===== config.mk =====
export PLATFORM = sky130hd
export DESIGN_NAME = id_register_file_dbg
export DESIGN_NICKNAME = d
export VERILOG_FILES = /design/src/rtl/id_register_file_dbg.sv
export SDC_FILE = /design/constraint.sdc
export NUM_CORES = 2
export LEC_CHECK = 0
export CAP_MARGIN = 20
export CORE_MARGIN = 2
export CORE_UTILIZATION = 48
export DETAILED_ROUTE_END_ITERATION = 6
export GPL_ROUTABILITY_DRIVEN = 0
export MAX_ROUTING_LAYER = met4
export PLACE_DENSITY_LB_ADDON = 0.08
export SETUP_SLACK_MARGIN = 0.4
export SYNTH_ARGS = -nofsm -noshare
export SYNTH_HDL_FRONTEND = slang
export SYNTH_SLANG_ARGS = --single-unit

===== constraint.sdc =====
create_clock -name i_clk -period 4.3 [get_ports i_clk]
set_input_delay 0.43 -clock i_clk [delete_from_list [all_inputs] [get_ports i_clk]]
set_output_delay 0.43 -clock i_clk [all_outputs]
set_load 0.01 [all_outputs]

===== src/rtl/id_register_file_dbg.sv =====
// ID-stage register file with N combinational read ports, one synchronous
// write port, asynchronous clear, hardwired-zero r0 and a debug dump engine
// that streams every register over a valid/ready handshake.
// Optional feature macro: REGFILE_WRITE_BYPASS_EN (write-first read bypass).
module id_register_file_dbg #(
    parameter int NB_DATA  = 32,
    parameter int NB_REG   = 5,
    parameter int SIZE_REG = 32,
    parameter int N_READ   = 2
) (
    input  logic                       i_clk,
    input  logic                       i_rst_n,
    input  logic [N_READ*NB_REG-1:0]   i_rd_addr,
    output logic [N_READ*NB_DATA-1:0]  o_rd_data,
    input  logic                       i_write,
    input  logic [NB_REG-1:0]          i_address_data,
    input  logic [NB_DATA-1:0]         i_data_input,
    input  logic                       i_dump_start,
    input  logic                       i_dump_ready,
    output logic                       o_dump_valid,
    output logic [NB_REG-1:0]          o_dump_addr,
    output logic [NB_DATA-1:0]         o_dump_data,
    output logic                       o_dump_busy,
    output logic                       o_dump_done
);

    typedef enum logic [1:0] {
        ST_IDLE,
        ST_DUMP,
        ST_DONE
    } dump_state_t;

    localparam int                LAST_INT = SIZE_REG - 1;
    localparam logic [NB_REG:0]   SIZE_W   = SIZE_REG[NB_REG:0];
    localparam logic [NB_REG-1:0] LAST_IDX = LAST_INT[NB_REG-1:0];

    logic [NB_DATA-1:0] regs [SIZE_REG];
    logic               wr_ok;
    logic [NB_REG-1:0]  next_idx;
    logic [NB_DATA-1:0] next_data;
    logic               accept;
    dump_state_t        state;

    function automatic logic in_range(input logic [NB_REG-1:0] a);
        return ({1'b0, a} < SIZE_W);
    endfunction

    // Writes to r0 or beyond the last register are dropped.
    assign wr_ok = i_write && (i_address_data != '0) && in_range(i_address_data);

    // Storage: asynchronous clear of every entry, synchronous write.
    always_ff @(posedge i_clk or negedge i_rst_n) begin
        if (!i_rst_n) begin
            regs <= '{default: '0};
        end else if (wr_ok) begin
            regs[i_address_data] <= i_data_input;
        end
    end

    // Combinational read ports.
    for (genvar k = 0; k < N_READ; k++) begin : g_rd
        logic [NB_REG-1:0]  ra;
        logic [NB_DATA-1:0] stored;

        assign ra     = i_rd_addr[k*NB_REG +: NB_REG];
        assign stored = ((ra != '0) && in_range(ra)) ? regs[ra] : '0;
`ifdef REGFILE_WRITE_BYPASS_EN
        // wr_ok already excludes r0 and out-of-range addresses.
        assign o_rd_data[k*NB_DATA +: NB_DATA] =
            (wr_ok && (ra == i_address_data)) ? i_data_input : stored;
`else
        assign o_rd_data[k*NB_DATA +: NB_DATA] = stored;
`endif
    end

    // Next dump beat: forward a same-edge write so the beat reflects the
    // register contents at the moment it is loaded.
    assign next_idx  = o_dump_addr + 1'b1;
    assign next_data = (wr_ok && (i_address_data == next_idx)) ? i_data_input :
                       in_range(next_idx) ? regs[next_idx] : '0;
    assign accept    = o_dump_valid && i_dump_ready;

    // Dump FSM; o_dump_addr doubles as the beat pointer.
    always_ff @(posedge i_clk or negedge i_rst_n) begin
        if (!i_rst_n) begin
            state        <= ST_IDLE;
            o_dump_valid <= 1'b0;
            o_dump_busy  <= 1'b0;
            o_dump_done  <= 1'b0;
            o_dump_addr  <= '0;
            o_dump_data  <= '0;
        end else begin
            case (state)
                ST_IDLE: begin
                    o_dump_done <= 1'b0;
                    if (i_dump_start) begin
                        state        <= ST_DUMP;
                        o_dump_valid <= 1'b1;
                        o_dump_busy  <= 1'b1;
                        o_dump_addr  <= '0;
                        o_dump_data  <= '0;
                    end
                end
                ST_DUMP: begin
                    if (accept) begin
                        if (o_dump_addr == LAST_IDX) begin
                            state        <= ST_DONE;
                            o_dump_valid <= 1'b0;
                            o_dump_done  <= 1'b1;
                        end else begin
                            o_dump_addr <= next_idx;
                            o_dump_data <= next_data;
                        end
                    end else if (wr_ok && (i_address_data == o_dump_addr)) begin
                        // Stalled beat snoops a write to its own register.
                        o_dump_data <= i_data_input;
                    end
                end
                ST_DONE: begin
                    state       <= ST_IDLE;
                    o_dump_done <= 1'b0;
                    o_dump_busy <= 1'b0;
                end
                default: begin
                    state        <= ST_IDLE;
                    o_dump_valid <= 1'b0;
                    o_dump_busy  <= 1'b0;
                    o_dump_done  <= 1'b0;
                end
            endcase
        end
    end

endmodule


# Word-level counts from Yosys, hierarchy flattened
# Cells that the tools add are included.
word_totals:
  out_inout_bits: 104
  elab_cells: 113
  inputBits: 52
  ff_bits: 1066
classes:
  n_lt_le_gt_ge: 5
  n_bitwise: 6
  n_addsub: 1
  n_reduce_logical: 16
  mux: 36
  eq_ne: 11
op_table:
  columns: ["op", "count"]
  rows:
  - ["$bwmux W1024", 1]
  - ["$bmux W32 S5", 3]
  - ["$mux W32", 14]
  - ["$demux W32 S5", 1]
  - ["$pmux W32 S2", 1]
  - ["$ge A6 B6 Y1 const B", 4]
  - ["$not A5 Y6", 4]
  - ["$mux W5", 3]
  - ["$reduce_bool A5 Y1", 3]
  - ["$reduce_and A4 Y1", 3]
  - ["$eq A5 B5 Y1", 2]
  - ["$pmux W5 S2", 1]
  - ["$ne A2 B2 Y1 const B", 4]
  - ["$lt A6 B1 Y1 const B", 1]
  - ["$mux W1", 6]
  - ["$mux W2", 3]
  - ["$ne A3 B3 Y1 const B", 2]
  - ["$add A5 B1 Y5 const B", 1]
  - ["$eq A5 B5 Y1 const B", 1]
  - ["$logic_and A1 B1 Y1", 5]
  - ["$pmux W2 S2", 1]
  - ["$reduce_and A2 Y1", 2]
  - ["$pmux W1 S3", 1]
  - ["$reduce_and A3 Y1", 1]
  - ["other kinds (6)", 7]

# Depth between registers and ports, before layout
logic_depth:
  word_depth: 9
  ltp_mapped: 10
  ltp_nobuf: 8

# Least setup slack after synthesis
# No wires, ideal clock.
synth_path:
  kind: "register -> register"
  start: "reg o_dump_addr[0]"
  end: "reg o_dump_data[10]"
  required_time_ns: 4.234
  slack_ns: 1.607
  stages_incl_launch_ff: 11
  setup_time_ns: 0.066
  period_less_slack_ns: 2.693
  arrival_ns: 2.626
  n_path_buf: 2
  cell_sequence: "dfrtp_1 -> ha_1 -> buf_4 -> and3_1 -> ha_1 -> and3_1 -> a211oi_1 -> o21ai_1 -> nor3b_2 -> clkbuf_1 -> a221o_1"
synth_via:
  elab_chain_cells: 9
  elab_cells_between_ends: 17
  cone_classes: "add/sub (1); eq/ne (5); mux (7); bitwise (1); reduce/logical (3)"
synth_rtl:
  columns: ["item", "line_no", "text"]
  rows:
  - ["start, declared", "21", "output logic [NB_REG-1:0] o_dump_addr,"]
  - ["start signal, assigned", "111", "o_dump_addr <= next_idx;"]
  - ["$add A5 B1 Y5", "78", "assign next_idx = o_dump_addr + 1'b1;"]
  - ["$not A5 Y6 (not written as such)", "80", "in_range(next_idx) ? regs[next_idx] : '0;"]
  - ["$bmux W32 S5", "80", null]
  - ["$mux W32 (not written as such) (2 in a row)", "80", null]
  - ["$mux W32", "79", "assign next_data = (wr_ok && (i_address_data == next_idx)) ? i_data_input :"]
  - ["$mux W32", "106", "if (o_dump_addr == LAST_IDX) begin"]
  - ["$mux W32", "105", "if (accept) begin"]
  - ["$pmux W32 S2", "93", "case (state)"]
  - ["end signal, assigned", "112", "o_dump_data <= next_data;"]
  - ["end signal, assigned", "116", "o_dump_data <= i_data_input;"]
  - ["end, declared", "22", "output logic [NB_DATA-1:0] o_dump_data,"]
# Parallel ways exist; a longest one is shown, timed or not. The select of a mux whose other input is x is not followed.
# A chain may end at the register's enable or synchronous reset.

# Final worst setup path
layout_path:
  start: "in i_rd_addr[4]"
  end: "out o_rd_data[27]"
layout_via:
  elab_chain_cells: 5
  elab_cells_between_ends: 6
  cone_classes: "mux (4); bitwise (1); reduce/logical (1)"
layout_rtl:
  columns: ["item", "line_no", "text"]
  rows:
  - ["start, declared", "13", "input logic [N_READ*NB_REG-1:0] i_rd_addr,"]
  - ["$not A5 Y6 (not written as such)", "66", "assign stored = ((ra != '0) && in_range(ra)) ? regs[ra] : '0;"]
  - ["$bmux W32 S5", "66", null]
  - ["$mux W32 (not written as such) (2 in a row)", "66", null]
  - ["$mux W32 *", "66", null]
  - ["end, declared", "14", "output logic [N_READ*NB_DATA-1:0] o_rd_data,"]
# Mark *: on every way between the ends. The rest lies on a longest branch, timed or not. The select of a mux whose other input is x is not followed.

==> impl_metrics.json <==
{
  "outcome": "finished clean",
  "crit_type": "in -> out",
  "final_common_cell": "mux2_2",
  "dieHeight_um": 370.1,
  "crit_required_ns": 3.87,
  "cap_violations": 0,
  "clock_latency_ns": 0.77,
  "syn_nets": 4491,
  "clkTransAtPathRegs_ns": 0.06,
  "placed_cell_area_um2": 69090,
  "layout_common_cells": "mux2_2 (1,120), dfrtp_1 (1,065), mux4_2 (704)",
  "drive_gt1_share_pct": 51.74,
  "fillers": 10787,
  "ir_drop_uv": 627.1,
  "dr.pass1.iters": 7,
  "finalPower_uw": 41180,
  "synth-compound-area-share_pct": 3.811,
  "period_needed_ns": 3.857,
  "critPathCaptureType": "output port",
  "slew_viol_final": 0,
  "grt_remaining_overflow": 0,
  "switching_share_pct": 33.97,
  "p_leak_uw": 0.03072,
  "internal-power_uw": 27190,
  "core.rowCount": 134,
  "h-tree-depth": 4,
  "tns_ns": 0,
  "cts_resized": 0,
  "start_util_pct": 48.25,
  "tightest_slew_ns": 1.227,
  "cts_buffers": 131,
  "fin_ws_ns": 0.4435,
  "syn_area_per_cell_um2": 14.50,
  "vias": 44636,
  "routed_wl_um": 230200,
  "synth_top_family_by_area": "multiplexers",
  "hold_viol": 0,
  "antenna_found_initial": 3,
  "postSynth.asyncResetShare_pct": 100.0,
  "cts_tree": "yes",
  "die-area_um2": 136900,
  "dieWidth_um": 370.1,
  "setup_viol": 0,
  "finalCritPeriodShare_pct": 89.69,
  "synth_ff_type": "dfrtp_1",
  "pin_count": 156,
  "yosys-mux-area-fraction_pct": 47.72,
  "slew_headroom_pct": 18.21,
  "synth_seq_cells": 1066,
  "clockPowerShare_pct": 27.6,
  "syn-instance-count": 4437,
  "grt_use_total_pct": 34.98,
  "fmax_mhz": 259.3,
  "netlist_area_um2": 64320,
  "hp-class": "in -> async",
  "nets": 4543,
  "wl_per_cell_um": 36.20,
  "ant_nets": 0,
  "synth-xor-area-share_pct": 0.2159,
  "root_buffer": "clkbuf_16",
  "synth.distinct_cells": 48,
  "synth_edf_count": 0,
  "stdcell_area_um2": 74150,
  "ys_seq_area_share_pct": 41.47,
  "drt_iter0_drc": 4841,
  "synth-simple-area-share_pct": 3.293,
  "drc": 0,
  "grt_pass1_wl_um": 333000,
  "power_frac_seq_pct": 34.0,
  "finClkSkew_ns": 0.02114,
  "syn_to_final_growth_pct": 15.29,
  "io_buffers": 155,
  "cts.sinks": 1066,
  "grt_max_degree": 105,
  "start_kind": "input pin",
  "crit_arrival_ns": 3.43,
  "p_comb_share_pct": 38.3,
  "crit_fanout": 20,
  "powerDensity_nw_per_um2": 555.3,
  "rsz0062_at_grt": "no",
  "grt_pass1_vias": 44384,
  "design.core.area_um2": 133300,
  "pre_cts_ws_ns": 0.3118,
  "synthAdderAreaFrac_pct": 0.03891,
  "dpl.hpwl_um": 138700,
  "yosysWarningCount": 0,
  "p_sw_uw": 13990,
  "cts.path.max_buffers": 3,
  "avgViaCountPerCell": 7.020
}
==> cell usage after synthesis (2+ instances only) <==
cell type  instances  area (µm²)
dfrtp_1         1066       26680
a32o_1            32       320.3
a211oi_1           2       15.01
xnor2_2            2       32.53
a31oi_1           32       200.2
nor2b_1            5       31.28
buf_1             76       285.3
nor4b_1            2       17.52
nand4_1            2       12.51
and3_1             3       18.77
o22ai_1           64       400.4
buf_2            133       665.6
nor2_1            27       101.4
nor3_1            65       325.3
and2_1             3       18.77
o21ai_1            2       10.01
nand2b_1           6       37.54
a21oi_1            2       10.01
mux2i_1          222        2222
nand3_1           70       350.3
a32oi_1           31       271.5
clkbuf_1         291        1092
mux4_2           704       15860
mux2_2          1120       12610
buf_4             20       150.1
nor3b_1            7       52.55
nand3b_1           4       30.03
a221o_1           32       320.3
inv_1              2       7.510
a22o_1            66       578.1
ha_1               2       25.02
o21ai_0            6       30.03
a2111oi_0         32       280.3
nand2_1          283        1062
xor2_1             4       35.03
xnor2_1            5       43.79
==> through the flow <==
step / utilization [%] / cells / hold slack (ns)
final: 55.63 / 6358 / 0.2994
after global routing: 55.63 / 6357 / 0.3124
after CTS: 55.16 / 6330 / 0.2562
after detailed placement: 51.83 / 6094 / 0.4052
after global placement: 51.80 / 6091 / 0.4018
after floorplan: - / 4437 / 0.1344
==> metal layers <==
layer	up-vias	wire [µm]	track usage, %
li1	17622	-	-
met1	24220	94120	47.58
met2	2274	107900	52.54
met3	520	18570	6.399
met4	0	9599	13.42
met5	-	0	-
==> cells by family (layout without fill, tap and decap cells) <==
logic type | count (synthesis) | after routing
and+or+nand+nor | 484 | 484
AOI/OAI and AO/OA | 303 | 303
DFF | 1066 | 1066
muxes | 2046 | 2046
xor gates and xnor gates | 12 | 12
adders and majority gates | 2 | 2
other | 0 | 2
buffers and inverters | 524 | 675
==> power groups by stage <==
stage                     Clock, µW  Sequential (µW)  Combinational, µW
after CTS                     11500            13900              15800
after global placement            0            14000              15600
after floorplan                   0            13500              10700
final                         11400            14000              15800
after global routing          11900            14300              16600
after detailed placement          0            14100              15700
==> critical path, stage by stage <==
cell	delay, ns
clkdlybuf4s50_1	0.60
nor2_4	0.77
nor4b_2	0.37
buf_4	0.45
nor3_1	0.14
buf_4	0.15
clkdlybuf4s50_1	0.47
==> final timing paths <==
path                                         to  depth (start not counted)  slack [ns]            from
worst max-delay path              o_rd_data[27]                          7        0.44    i_rd_addr[4]
min in group i_clk                  o_dump_busy                          3        0.30    i_dump_start
worst min-delay path                  regs[247]                          2        0.30         i_rst_n
max in group asynchronous             regs[299]                          3        2.70         i_rst_n
worst min register to register       regs[1020]                          0        0.42      regs[1020]
worst max register to register  o_dump_data[28]                          8        0.87  o_dump_addr[0]
==> state kept, by name, indices dropped and copies added (netlist names) <==
name / flops
o_dump_busy: 1
o_dump_addr: 5
o_dump_valid: 1
o_dump_done: 1
state: 2
o_dump_data: 32
regs: 1024
==> final cells by class <==
type | instances | area, µm² | share of cell area, %
multi-input cells | 2847 | 35780 | 48.25
flip-flops and latches | 1066 | 26680 | 35.98
repair buffers | 441 | 5082 | 6.854
clock buffers | 211 | 4141 | 5.585
well taps | 1768 | 2212 | 2.983
clock inverters | 21 | 247.7 | 0.3341
inverters | 2 | 7.507 | 0.01012
diodes | 2 | 5.005 | 0.006749
==> what timing repair did <==
item,4_1_cts,5_1_grt
buffers inserted,3,0
hold endpoints to repair,51,0
hold buffers,1,0
setup endpoints to repair,2,0
(Power assumes the default switching activity.)
